### src/rtl/btn_write_strobe.sv
// Button front-end for the 4x8 latch bank: synchronizes and debounces btnC, captures
// the switch data/bank select and emits a one-cycle one-hot write strobe per press.
module btn_write_strobe #(
  parameter int DEBOUNCE_CYCLES = 1000000,
  parameter int DATA_W          = 8,
  parameter int SEL_W           = 2
) (
  input  logic                  clk,
  input  logic                  rst_n,
  input  logic                  btn_raw,
  input  logic [DATA_W-1:0]     sw_data,
  input  logic [SEL_W-1:0]      sw_sel,
  output logic [(2**SEL_W)-1:0] wr_en,
  output logic [DATA_W-1:0]     wr_data,
  output logic [SEL_W-1:0]      wr_sel,
  output logic                  btn_level,
  output logic                  busy
);

  localparam int EN_W  = 2**SEL_W;
  localparam int CNT_W = $clog2(DEBOUNCE_CYCLES);
  localparam logic [CNT_W-1:0] CNT_LAST = CNT_W'(DEBOUNCE_CYCLES - 1);

  localparam logic [1:0] ST_IDLE    = 2'd0;
  localparam logic [1:0] ST_ARM     = 2'd1;
  localparam logic [1:0] ST_PRESSED = 2'd2;
  localparam logic [1:0] ST_RELEASE = 2'd3;

  logic [1:0]        btn_sync;
  logic [DATA_W-1:0] data_meta, data_s;
  logic [SEL_W-1:0]  sel_meta, sel_s;
  logic              btn_s;

  logic [1:0]        state, state_nxt;
  logic [CNT_W-1:0]  cnt;
  logic              fire;

  // Two-flop synchronizers; the switches are only sampled at capture time, so a
  // word that is mid-change for one cycle is accepted as whatever settles.
  // NOTE: sequential state always uses non-blocking (<=) so every flop samples
  // pre-edge values regardless of statement order.
  always_ff @(posedge clk or negedge rst_n) begin
    if (!rst_n) begin
      btn_sync  <= '0;
      data_meta <= '0;
      data_s    <= '0;
      sel_meta  <= '0;
      sel_s     <= '0;
    end else begin
      btn_sync  <= {btn_sync[0], btn_raw};
      data_meta <= sw_data;
      data_s    <= data_meta;
      sel_meta  <= sw_sel;
      sel_s     <= sel_meta;
    end
  end

  assign btn_s = btn_sync[1];

  // NOTE: defaults at the top of always_comb keep every path assigned, so no
  // latches are inferred.
  always_comb begin
    state_nxt = state;
    fire      = 1'b0;
    case (state)
      ST_IDLE: begin
        if (btn_s) state_nxt = ST_ARM;
      end
      ST_ARM: begin
        if (!btn_s) begin
          state_nxt = ST_IDLE;
        end else if (cnt == CNT_LAST) begin
          state_nxt = ST_PRESSED;
          fire      = 1'b1;
        end
      end
      ST_PRESSED: begin
        if (!btn_s) state_nxt = ST_RELEASE;
      end
      ST_RELEASE: begin
        if (btn_s)                 state_nxt = ST_PRESSED;
        else if (cnt == CNT_LAST)  state_nxt = ST_IDLE;
      end
      default: state_nxt = ST_IDLE;
    endcase
  end

  // Counter restarts on any state change and only runs while settling.
  always_ff @(posedge clk or negedge rst_n) begin
    if (!rst_n) begin
      state <= ST_IDLE;
      cnt   <= '0;
    end else begin
      state <= state_nxt;
      if (state_nxt != state)
        cnt <= '0;
      else if ((state == ST_ARM || state == ST_RELEASE) && cnt != '1)
        cnt <= cnt + 1'b1;
    end
  end

  always_ff @(posedge clk or negedge rst_n) begin
    if (!rst_n) begin
      wr_en   <= '0;
      wr_data <= '0;
      wr_sel  <= '0;
    end else begin
      wr_en <= fire ? (EN_W'(1) << sel_s) : '0;
      if (fire) begin
        wr_data <= data_s;
        wr_sel  <= sel_s;
      end
    end
  end

  assign btn_level = (state == ST_PRESSED) || (state == ST_RELEASE);
  assign busy      = (state != ST_IDLE);

endmodule
### config.mk
export PLATFORM = sky130hd
export DESIGN_NAME = btn_write_strobe
export DESIGN_NICKNAME = d
export VERILOG_FILES = /design/src/rtl/btn_write_strobe.sv
export SDC_FILE = /design/constraint.sdc
export NUM_CORES = 1
export LEC_CHECK = 0
export ABC_CLOCK_PERIOD_IN_PS = 2760
export BUFFER_PORTS_ARGS = -buffer_cell sky130_fd_sc_hd__buf_2
export CAP_MARGIN = 25
export CORE_AREA = 2 2 101 103
export DETAILED_ROUTE_END_ITERATION = 10
export DIE_AREA = 0 0 103 105
export GPL_TIMING_DRIVEN = 0
export SYNTH_ARGS = -nofsm -noshare
export SYNTH_HDL_FRONTEND = slang
export SYNTH_SLANG_ARGS = --single-unit
### constraint.sdc
create_clock -name clk -period 2.76 [get_ports clk]
set_input_delay 0.276 -clock clk [delete_from_list [all_inputs] [get_ports clk]]
set_output_delay 0.276 -clock clk [all_outputs]
set_load 0.05 [all_outputs]
==> impl_metrics.json <==
{
  "status": "finished, final reports clean",
  "tritoncts": "built",
  "fin_crit_sh_pct": 76.9,
  "synthArstFlopShare_pct": 100,
  "whs_ps": 47.2,
  "yosysSeqAreaShare_pct": 61.7,
  "syn-cell-area_um2": 2350,
  "path_cells": "ha_1, and2_1, buf_2, and3_4, and2_4, and3b_1, buf_6, buf_12, mux2_4",
  "grt-ovfl-total": 0,
  "crit_slowest_cell": "dfrtp_1",
  "instances_no_fill": 363,
  "hold_viol": 0,
  "num-fill-cells": 1005,
  "hp-start": "sw_data[2]",
  "grt_start_max_net_pins": 33,
  "cts.reportedPaths.clkPinSlew_ps": 70,
  "final_area_um2": 2910,
  "ys_seq_elements": 58,
  "cts_buffer_depth": 2,
  "r2r_cells": 9,
  "die_area_um2": 10800,
  "grt_pass1_vias": 1446,
  "die_h_um": 105,
  "dpl_cell_area_um2": 2680,
  "critPathMaxStageDelay_ps": 400,
  "synth.most_common_cell": "dfrtp_1",
  "final_antenna_net_count": 0,
  "numCtsBuffers": 9,
  "synthMuxAreaShare_pct": 6.65,
  "relSlewSlack_pct": 53.2,
  "yosys-top-cells-count": "58 x dfrtp_1, 17 x nor2_1, 11 x nand2_1",
  "synthSimpleGateAreaFrac_pct": 19.2,
  "p_per_area_nw_per_um2": 614,
  "synth_warnings": 0,
  "wl_mm": 4.09,
  "n_antenna_cell": 0,
  "drive_gt1_share_pct": 31.7,
  "path_class": "reg -> reg",
  "die_w_um": 103,
  "final_core_util_pct": 30.2,
  "setup.worst_path.end_class": "flip-flop",
  "dpl.cell_count": 346,
  "arrival_ps": 2340,
  "ir_worst_vdd_mv": 0.280,
  "rsz0062_at_grt": "false",
  "synth_top_area_share_pct": 61.7,
  "worst_slack_ps": 636,
  "root_buffer": "clkbuf_8",
  "worst_hold_path_type": "in -> reg",
  "synth_compound_area_share_pct": 4.94,
  "worstMarginPinSlew_ps": 695,
  "synth_top_family_by_area": "simple AND/OR/NAND/NOR gates",
  "cts_setup_buffers": 0,
  "netlist-cell-type-count": 47,
  "num_rows": 36,
  "slew_violations": 0,
  "place_congestion": 0.743,
  "clk_latency_ps": 330,
  "yosysTopAreaCell": "dfrtp_1",
  "cp_data_required_time_ps": 2970,
  "cts.sinks": 58,
  "syn_avg_cell_area_um2": 12.8,
  "avgRoutedWirePerCell_um": 11.3,
  "synth_edf_count": 0,
  "synthXorXnorAreaFrac_pct": 4.47,
  "r2r_setup_slack_ps": 640,
  "r2r_start": "cnt[0]",
  "dp.final_hpwl_mm": 2.83,
  "core_um2": 9640,
  "setup_viol": 0,
  "holdPathEnd": "data_meta[2]",
  "leakagePower_nw": 1.32,
  "synth-adder-area-share_pct": 0.532,
  "worstPathMaxFanout": 10,
  "io_buffer_count": 28,
  "post_drt_via_cell_ratio": 4.16,
  "track_usage_pct": 8.44,
  "grt_pass1_wl_mm": 7.06,
  "first_iter_violations": 125,
  "drcViolationCount": 0,
  "antenna_found_initial": 0,
  "synth_area_leaders": "dfrtp_1 62%, mux2_4 3.8%, nor2_1 2.7%",
  "syn_to_final_growth_pct": 23.6,
  "critPathLaunchType": "flip-flop",
  "vias": 1510,
  "start_util_pct": 24.4,
  "setup_tns_ps": 0,
  "period_needed_ps": 2120,
  "whs_path_depth": 1,
  "drv_cap": 0,
  "ioPinCount": 29,
  "syn_nets": 198,
  "dr.pass1.iters": 4,
  "htree_levels": 3,
  "reg2reg_to": "wr_data[4]",
  "synthCells": 184,
  "fmax_mhz": 471,
  "final_nets": 239,
  "place_ws_ps": 626,
  "ys.flop_type": "dfrtp_1",
  "skew_ps": 8.36,
  "finalPower_mw": 1.79
}
## metal layers
layer / vias to the layer above / global-route usage [%] / routed length (µm)
li1: 741 / - / -
met1: 743 / 11.2 / 1870
met2: 16 / 12.0 / 1990
met3: 10 / 2.74 / 127
met4: 0 / 4.79 / 104
met5: - / 0 / 0
## layout by cell type (no fill, tap or decap), drive strengths merged, types with 2 or more instances in the layout
| cell | count |
|---|---|
| nor4b | 3 |
| nand2 | 11 |
| bufinv | 2 |
| dfrtp | 58 |
| and3b | 3 |
| o22a | 2 |
| a21oi | 5 |
| buf | 34 |
| or3 | 3 |
| xor2 | 6 |
| clkinv | 2 |
| o21ai | 6 |
| o21a | 2 |
| clkbuf | 12 |
| xnor2 | 6 |
| and2 | 4 |
| and3 | 5 |
| nor2 | 18 |
| nor4 | 4 |
| nor3 | 4 |
| mux2 | 11 |
| and4 | 5 |
| nand4 | 6 |
| nand3 | 4 |
## worst max-delay path by stage
stage,start,endpoint,slack [ps],depth (start not counted)
2_1_floorplan,cnt[0],wr_data[1],740,9
3_3_place_gp,cnt[0],wr_data[4],640,9
3_5_place_dp,cnt[0],wr_data[4],630,9
4_1_cts,cnt[0],wr_data[4],620,9
5_1_grt,cnt[13],cnt[3],450,6
6_report,cnt[0],wr_data[4],640,9
## registers in the layout, indices dropped and copies added (netlist names)
signal,cells
wr_sel,2
data_s,8
sel_s,2
state,2
btn_sync,2
wr_data,8
sel_meta,2
wr_en,4
data_meta,8
cnt,20
## power by group
part           internal [mW]  switching [mW]  leakage, nW
registers              0.870         0.00956        0.756
logic                 0.0174          0.0349        0.452
clock network          0.530           0.324        0.109
## area by class of cell
type                            count  area [µm²]  area share (%)
Multi-Input combinational cell    119         842            28.9
Buffer                              6        56.3            1.94
Timing Repair Buffer               30         170            5.85
Tap cell                          133         166            5.72
Inverter                            1        3.75           0.129
Clock buffer                       11         141            4.86
Clock inverter                      5        77.6            2.67
Sequential cell                    58        1450            49.9
## cells by family (layout without fill, tap and decap cells)
family                     Yosys count  after routing
and+or+nand+nor                     75             75
AOI/OAI and AO/OA                   19             19
muxes                               12             12
xor gates and xnor gates            12             12
buffers and inverters                7             53
DFF                                 58             58
adders and majority gates            1              1
## what timing repair did
action / CTS / global route
endpoints found under the setup margin: 0 / 0
hold buffers: 1 / 0
hold endpoints to repair: 26 / 0
resized for setup: 0 / 0
## critical path, delay by kind of cell, from the launching register on
family	cells	cell delay [ps]
muxes	1	290
buffers and inverters	3	420
and+or+nand+nor	4	660
adders and majority gates	1	230
DFF	1	400
No activity file was read; power rests on OpenSTA's default activity.
